--- src/rtl/alu_arbiter.sv ---
// rtl/alu_arbiter.sv - two-requester arbiter in front of a shared combinational ALU
//
// Purpose: accepts one operation at a time from requester 0 or 1, drives the
// shared ALU from registers for one cycle, captures the ALU result and
// presents it as a response until the consumer takes it.
//
// Configuration macro: ALU_ARB_RR_EN
//   defined   - round-robin between requesters when both are valid
//   undefined - fixed priority, requester 0 wins
//
// Ports:
//   clock, resetn                 clock, synchronous active-low reset
//   rN_valid/rN_ready             requester N handshake (N = 0,1)
//   rN_a, rN_b, rN_aluc           requester N operands and opcode
//   alu_a, alu_b, alu_aluc        registered drive to the shared ALU
//   alu_s, alu_z                  combinational ALU result and zero flag
//   rsp_valid/rsp_ready           response handshake
//   rsp_id, rsp_s, rsp_z          response requester index, result, zero flag
//   busy                          high whenever an operation is in flight

module alu_arbiter #(
    parameter int WIDTH = 32
) (
    input  logic             clock,
    input  logic             resetn,
    input  logic             r0_valid,
    output logic             r0_ready,
    input  logic [WIDTH-1:0] r0_a,
    input  logic [WIDTH-1:0] r0_b,
    input  logic [3:0]       r0_aluc,
    input  logic             r1_valid,
    output logic             r1_ready,
    input  logic [WIDTH-1:0] r1_a,
    input  logic [WIDTH-1:0] r1_b,
    input  logic [3:0]       r1_aluc,
    output logic [WIDTH-1:0] alu_a,
    output logic [WIDTH-1:0] alu_b,
    output logic [3:0]       alu_aluc,
    input  logic [WIDTH-1:0] alu_s,
    input  logic             alu_z,
    output logic             rsp_valid,
    output logic             rsp_id,
    output logic [WIDTH-1:0] rsp_s,
    output logic             rsp_z,
    input  logic             rsp_ready,
    output logic             busy
);

    typedef enum logic [1:0] {
        S_IDLE = 2'd0,
        S_EXEC = 2'd1,
        S_RESP = 2'd2
    } state_t;

    state_t           state_q, state_d;
    logic             idx_q, idx_d;
    logic [WIDTH-1:0] alu_a_q, alu_a_d;
    logic [WIDTH-1:0] alu_b_q, alu_b_d;
    logic [3:0]       alu_aluc_q, alu_aluc_d;
    logic             rsp_id_q, rsp_id_d;
    logic [WIDTH-1:0] rsp_s_q, rsp_s_d;
    logic             rsp_z_q, rsp_z_d;

    logic             grant_any;
    logic             sel;

`ifdef ALU_ARB_RR_EN
    // Points at the requester preferred on the next contended grant.
    logic             ptr_q, ptr_d;
`endif

    // Ready is gated by resetn so no handshake can complete on a reset edge.
    assign grant_any = (state_q == S_IDLE) && resetn && (r0_valid || r1_valid);

    always_comb begin
        sel = 1'b0;
`ifdef ALU_ARB_RR_EN
        if (r0_valid && r1_valid) begin
            sel = ptr_q;
        end else begin
            sel = ~r0_valid;
        end
`else
        sel = ~r0_valid;
`endif
    end

    assign r0_ready = grant_any && !sel;
    assign r1_ready = grant_any && sel;

    always_comb begin
        state_d    = state_q;
        idx_d      = idx_q;
        alu_a_d    = alu_a_q;
        alu_b_d    = alu_b_q;
        alu_aluc_d = alu_aluc_q;
        rsp_id_d   = rsp_id_q;
        rsp_s_d    = rsp_s_q;
        rsp_z_d    = rsp_z_q;
`ifdef ALU_ARB_RR_EN
        ptr_d      = ptr_q;
`endif
        case (state_q)
            S_IDLE: begin
                if (grant_any) begin
                    state_d    = S_EXEC;
                    idx_d      = sel;
                    alu_a_d    = sel ? r1_a : r0_a;
                    alu_b_d    = sel ? r1_b : r0_b;
                    alu_aluc_d = sel ? r1_aluc : r0_aluc;
`ifdef ALU_ARB_RR_EN
                    ptr_d      = ~sel;
`endif
                end
            end
            S_EXEC: begin
                // ALU inputs have been stable since the accept edge.
                rsp_s_d  = alu_s;
                rsp_z_d  = alu_z;
                rsp_id_d = idx_q;
                state_d  = S_RESP;
            end
            S_RESP: begin
                if (rsp_ready) begin
                    state_d = S_IDLE;
                end
            end
            default: begin
                state_d = S_IDLE;
            end
        endcase
    end

    always_ff @(posedge clock) begin
        if (!resetn) begin
            state_q    <= S_IDLE;
            idx_q      <= 1'b0;
            alu_a_q    <= '0;
            alu_b_q    <= '0;
            alu_aluc_q <= '0;
            rsp_id_q   <= 1'b0;
            rsp_s_q    <= '0;
            rsp_z_q    <= 1'b0;
`ifdef ALU_ARB_RR_EN
            ptr_q      <= 1'b0;
`endif
        end else begin
            state_q    <= state_d;
            idx_q      <= idx_d;
            alu_a_q    <= alu_a_d;
            alu_b_q    <= alu_b_d;
            alu_aluc_q <= alu_aluc_d;
            rsp_id_q   <= rsp_id_d;
            rsp_s_q    <= rsp_s_d;
            rsp_z_q    <= rsp_z_d;
`ifdef ALU_ARB_RR_EN
            ptr_q      <= ptr_d;
`endif
        end
    end

    assign alu_a     = alu_a_q;
    assign alu_b     = alu_b_q;
    assign alu_aluc  = alu_aluc_q;
    assign rsp_valid = (state_q == S_RESP);
    assign rsp_id    = rsp_id_q;
    assign rsp_s     = rsp_s_q;
    assign rsp_z     = rsp_z_q;
    assign busy      = (state_q != S_IDLE);

endmodule

--- config.mk ---
export PLATFORM = sky130hd
export DESIGN_NAME = alu_arbiter
export DESIGN_NICKNAME = d
export VERILOG_FILES = /design/src/rtl/alu_arbiter.sv
export SDC_FILE = /design/constraint.sdc
export NUM_CORES = 1
export LEC_CHECK = 0
export BUFFER_PORTS_ARGS = -buffer_cell sky130_fd_sc_hd__buf_2
export CAP_MARGIN = 20
export CORE_AREA = 2 2 107 109
export CTS_BUF_LIST = sky130_fd_sc_hd__clkbuf_16
export DETAILED_ROUTE_END_ITERATION = 10
export DIE_AREA = 0 0 109 111
export HOLD_SLACK_MARGIN = 0.02
export PLACE_DENSITY = 0.76
export SETUP_SLACK_MARGIN = 0.15
export SLEW_MARGIN = 20
export SYNTH_ARGS = -nofsm -noshare
export SYNTH_HDL_FRONTEND = slang
export SYNTH_SLANG_ARGS = --single-unit
--- constraint.sdc ---
create_clock -name clock -period 4.1 [get_ports clock]
set_input_delay 0.82 -clock clock [delete_from_list [all_inputs] [get_ports clock]]
set_output_delay 0.82 -clock clock [all_outputs]
set_load 0.005 [all_outputs]
==> impl_metrics.json, run 1 <==
{
  "status": "finished, final reports clean",
  "ys_seq_area_frac": 0.4892,
  "grt_setup_unrepaired": "no",
  "io_pins": 280,
  "ys_ff_latch": 105,
  "relSlewSlack": 0.3593,
  "placementRows": 39,
  "synth_edf_count": 0,
  "die-area_um2": 12100,
  "synth_common_cells": "nand2_1 (201), dfxtp_1 (105), a22o_1 (66), o21ai_0 (66), a21oi_1 (36)",
  "vias": 4531,
  "cp_max_fo": 78,
  "start_util": 0.3879,
  "gp_congestion": 0.7959,
  "final_nets": 963,
  "hpwl_um": 9052,
  "yosys.area.top_type": "dfxtp_1",
  "htreeDepth": 3,
  "crit_arrival_ns": 1.86,
  "synth_top_area_share": 0.4892,
  "track_usage": 0.2032,
  "cts.clk_slew.worst_paths_ns": 0.07,
  "multiInputGateArea_um2": 1967,
  "cap_violations": 0,
  "ctsRootBufferMaster": "clkbuf_16",
  "finalClockSkew_ns": 0.004717,
  "maxSlewViolCount": 0,
  "synth_nets": 715,
  "fin_cells": 937,
  "fp.dieH_um": 111,
  "regArea_um2": 2102,
  "pwr-share-seq": 0.467,
  "timing.hold.ws_ns": 0.4524,
  "die-width_um": 109,
  "wirelength_um": 12580,
  "syn-cell-area_um2": 4297,
  "drc": 0,
  "pwr-share-clk": 0.362,
  "nFillCells": 1119,
  "grt_max_degree": 79,
  "placed_area_um2": 5699,
  "cts_resized": 0,
  "syn_inst": 541,
  "dpl.cell_count": 921,
  "grt_overflow_total": 0,
  "period_needed_ns": 2.678,
  "core-area_um2": 11080,
  "wl_per_cell_um": 13.43,
  "clockBufferDepth": 2,
  "synth_area_leaders": "dfxtp_1 (49%), nand2_1 (18%), a22o_1 (13%)",
  "grt_pass1_wl_um": 19620,
  "synth.most_common_cell": "nand2_1",
  "grt_pass1_vias": 4225,
  "p_leak_nw": 3.068,
  "pwr-share-comb": 0.172,
  "start_kind": "input pin",
  "worst_ep_required_time_ns": 3.28,
  "tns_ns": 0,
  "synth_area_per_cell_um2": 7.942,
  "criticalPathCategory": "in -> out",
  "setup_viol": 0,
  "p_per_area_nw_per_um2": 410.6,
  "postCtsSetupRepairBufs": 0,
  "tritoncts": "yes",
  "diodes": 0,
  "ant_nets": 0,
  "cts_made_buffers": 9,
  "syn_to_final_growth_pct": 39.87,
  "switchingPower_w": 0.0006720,
  "sw_frac_of_total": 0.2724,
  "drt_first_pass_iters": 4,
  "fin_crit_sh": 0.6532,
  "max_freq_mhz": 373.4,
  "ys.warnings.count": 0,
  "p_int_w": 0.001795,
  "crit_path_end_kind": "primary output",
  "synth_cell_types": 20,
  "antenna_found_initial": 0,
  "async_flop_share": 0,
  "avgViaCountPerCell": 4.836,
  "irDropWorstVdd_mv": 0.1857,
  "final-hold-violation-count": 0,
  "clk_latency_ns": 0.34,
  "worstMarginPinSlew_ns": 0.9580,
  "hp-class": "reg -> reg",
  "portBuffers": 279,
  "cts.hold.buffers_added": 0,
  "clkSinkCount": 105,
  "drtIter0Drc": 255,
  "final_area_um2": 6010,
  "synthFlopType": "dfxtp_1",
  "drive_gt1_frac": 0.3841
}
==> sequential cells by signal (all words and copies together), names as in the netlist <==
register  flops
state_q       2
rsp_s        32
rsp_z         1
idx_q         1
alu_aluc      4
alu_b        32
rsp_id        1
alu_a        32
==> critical path, cell delays in order <==
cell	delay, ns
buf_4	0.49
nor2b_1	0.19
and3_1	0.23
buf_2	0.12
==> final cells by class <==
| type | instances | share of cell area |
|---|---|---|
| clock buffer | 9 | 0.03748 |
| clock inverter | 7 | 0.01416 |
| inverter | 2 | 0.001249 |
| multi-input combinational | 386 | 0.3273 |
| sequential | 105 | 0.3498 |
| tap | 143 | 0.02977 |
| timing repair buffer | 285 | 0.2403 |
==> stage by stage <==
| stage | total power (W) | setup WS (ns) | util |
|---|---|---|---|
| global placement | 0.001597 | 1.219 | 0.5145 |
| finish | 0.002467 | 1.422 | 0.5425 |
| floorplan | 0.001393 | 1.803 | - |
| global route | 0.002591 | 1.307 | 0.5425 |
| detailed placement | 0.001601 | 1.249 | 0.5145 |
| CTS | 0.002492 | 1.415 | 0.5425 |
==> cells by family after synthesis <==
logic type | after synthesis | share of synthesized area
AO/OA/AOI/OAI | 174 | 0.2647
buffers and inverters | 50 | 0.05533
flip-flops | 105 | 0.4892
AND/OR/NAND/NOR | 212 | 0.1907
==> routing by layer <==
metal  global-route usage  wire length [µm]  vias to the layer above
li1                     -                 -                     2332
met1               0.2400              5360                     1961
met2               0.3516              5906                      210
met3              0.03939               999                       28
met4              0.08889               315                        0
met5                    0                 0                        -
==> power by group through the flow <==
stage	Clock (W)	Sequential, W	Combinational [W]
6_report	0.000892	0.00115	0.000423
5_1_grt	0.000951	0.00116	0.000477
4_1_cts	0.000911	0.00115	0.000428
3_5_place_dp	0	0.00117	0.000428
3_3_place_gp	0	0.00117	0.000423
2_1_floorplan	0	0.00118	0.000214
==> final timing paths <==
check                  start        end  slack (ns)  depth (start not counted)
setup / recovery    r0_valid   r1_ready        1.42                          4
hold / removal      rsp_s[3]   rsp_s[3]        0.45                          2
setup reg to reg  state_q[1]  alu_a[13]        2.12                          3
hold reg to reg     rsp_s[3]   rsp_s[3]        0.45                          2
==> placed cells by master, fill, tap and decap left out <==
cell,synthesis,layout
inv_6,0,3
o21ai_0,66,66
nand2b_1,2,2
nand2_1,201,201
o2bb2ai_1,2,2
and3_1,2,2
a22oi_1,2,2
a22o_1,66,66
a21oi_1,36,36
nor2_1,3,3
nor3_4,0,1
buf_2,22,278
bufinv_16,0,1
clkinv_4,0,2
nor2b_1,3,2
a211oi_1,1,1
inv_2,1,1
o31a_2,0,1
inv_8,0,1
clkbuf_16,0,9
buf_4,0,7
nor2b_2,0,1
dfxtp_1,105,105
inv_1,1,1
No activity file was read; power rests on OpenSTA's default activity.
==> run 2: changes to the inputs <==
ABC_AREA = 1   (was not set)
CORE_AREA = 2 2 108 110   (was 2 2 107 109)
DIE_AREA = 0 0 110 112   (was 0 0 109 111)
PLACE_DENSITY = 0.79   (was 0.76)
clock period = 2.6 ns   (was 4.1 ns; I/O delays follow)
==> run 2 against run 1 <==
Critical endpoint is now r0_ready. Worst setup slack got worse by 0.90 ns. Wire length up 13%. Critical path type unchanged. First-iteration DRC count increased by 8.6%. Register-to-register slack got worse by 1.1 ns. Sequential power grew 56%. Global-route usage is 2.4 points higher.
==> impl_metrics.json, run 2 <==
{
  "status": "finished, final reports clean",
  "start_kind": "input pin",
  "diodes": 0,
  "synth_cell_types": 22,
  "drive_gt1_frac": 0.3730,
  "ys.warnings.count": 0,
  "met3_usage": 0.06206,
  "worst_ep_required_time_ns": 2.08,
  "clkSinkCount": 105,
  "final-hold-violation-count": 0,
  "fin_cells": 1084,
  "crit_path_frequent_cell": "buf_2",
  "grt_max_degree": 71,
  "relSlewSlack": 0.4102,
  "crit_arrival_ns": 1.56,
  "syn_inst": 690,
  "pre_cts_ws_ns": 0.5312,
  "criticalPathCategory": "in -> out",
  "hpwl_um": 10100,
  "grt_setup_unrepaired": "no",
  "max_stage_delay_ns": 0.55,
  "io_pins": 280,
  "final_nets": 1111,
  "clockBufferDepth": 2,
  "placementRows": 39,
  "hp-class": "in -> reg",
  "tritoncts": "yes",
  "synth_top_area_share": 0.4356,
  "drtIter0Drc": 277,
  "wirelength_um": 14170,
  "cts.hold.buffers_added": 0,
  "start_util": 0.4319,
  "postCtsSetupRepairBufs": 0,
  "antenna_found_initial": 0,
  "die-area_um2": 12320,
  "synth_area_leaders": "dfxtp_1 (44%), nand2_1 (21%), nor2_1 (5.5%)",
  "p_per_area_nw_per_um2": 598.4,
  "drc": 0,
  "fp.dieH_um": 112,
  "use_met2": 0.3906,
  "final_common_cell": "buf_2",
  "crit_chain": "buf_2 -> inv_4 -> buf_4 -> nor2_1 -> buf_2",
  "period_needed_ns": 2.081,
  "gp_congestion": 0.7729,
  "irDropWorstVdd_mv": 0.2779,
  "synthFlopType": "dfxtp_1",
  "core-area_um2": 11170,
  "finalClockSkew_ns": 0.008550,
  "syn_to_final_growth_pct": 34.38,
  "max_freq_mhz": 480.5,
  "setup_viol": 0,
  "met1_usage": 0.2699,
  "syn-cell-area_um2": 4826,
  "synth_common_cells": "nand2_1 (274), dfxtp_1 (105), nor2_1 (71)",
  "drt_first_pass_iters": 4,
  "power_w": 0.003881,
  "ctsRootBufferMaster": "clkbuf_16",
  "ys_ff_latch": 105,
  "grt_pass1_vias": 4953,
  "nFillCells": 1125,
  "vias": 5184,
  "fin_ws_ns": 0.5189,
  "synth_edf_count": 0,
  "die-width_um": 110,
  "maxSlewViolCount": 0,
  "wl_per_cell_um": 13.07,
  "portBuffers": 279,
  "synth.most_common_cell": "nand2_1",
  "dpl.cell_count": 1069,
  "worstMarginPinSlew_ns": 0.8847,
  "ys_seq_area_frac": 0.4356,
  "layout_common_cells": "buf_2 (279), nand2_1 (274), dfxtp_1 (105)",
  "track_usage": 0.2269,
  "ant_nets": 0,
  "top_usage_layer": "met2",
  "htreeDepth": 3,
  "tns_ns": 0,
  "grt_overflow_total": 0,
  "fin_crit_sh": 0.8004,
  "yosys.area.top_type": "dfxtp_1",
  "crit_path_end_kind": "primary output",
  "clk_latency_ns": 0.33,
  "cp_max_fo": 69,
  "cts.clk_slew.worst_paths_ns": 0.07,
  "cp_slowest_cell": "buf_4",
  "avgViaCountPerCell": 4.782,
  "cap_violations": 0,
  "async_flop_share": 0,
  "synth_area_per_cell_um2": 6.994,
  "synth_nets": 864,
  "grt_pass1_wl_um": 22580,
  "p_leak_nw": 3.415,
  "cts_resized": 0,
  "cts_made_buffers": 9
}
## run 2: cells by family (layout without fill, tap and decap cells)
logic type | Yosys count | after routing | share of synthesized area
AND/OR/NAND/NOR | 419 | 419 | 0.3731
flip-flops | 105 | 105 | 0.4356
buffers and inverters | 62 | 313 | 0.06948
AO/OA/AOI/OAI | 104 | 104 | 0.1219
## run 2: final timing paths
check,start,to,slack (ns),cells past startpoint
setup / recovery,r0_valid,r0_ready,0.52,5
setup reg to reg,state_q[0],rsp_s[11],1.07,6
hold / removal,alu_s[24],rsp_s[24],0.41,3
hold reg to reg,alu_b[2],alu_b[2],0.46,2
## run 2: where the power goes
group | switching (W) | total (W) | internal (W)
combinational | 0.000428 | 0.000749 | 0.000320
sequential | 0.0000573 | 0.00179 | 0.00173
clock | 0.000595 | 0.00134 | 0.000749
## run 2: worst max-delay path, delay by kind of cell
| family | cells | cell delay, ns |
|---|---|---|
| buffers and inverters | 4 | 0.89 |
| AND/OR/NAND/NOR | 1 | 0.12 |
## run 2: stage by stage
stage               instance area [µm²]    util  hold WS, ns
floorplan                          4826       -       0.4405
global placement                   6192  0.5541       0.4492
detailed placement                 6192  0.5541       0.4524
CTS                                6485  0.5803       0.3946
global route                       6485  0.5803       0.4115
finish                             6485  0.5803       0.4113
## run 2: metal layers
metal	up-vias	wire length, µm	part of all wire
met5	-	0	0
met4	0	244	0.017
met3	19	1342	0.095
met2	218	6725	0.47
met1	2257	5853	0.41
li1	2690	-	-
## run 2: cell type report
cell class,instances,area [µm²],share of cell area
sequential,105,2102,0.3241
clock buffer,9,225.2,0.03473
multi-input combinational,523,2389,0.3683
tap,143,178.9,0.02759
inverter,9,38.79,0.005981
clock inverter,6,67.56,0.01042
timing repair buffer,289,1484,0.2288
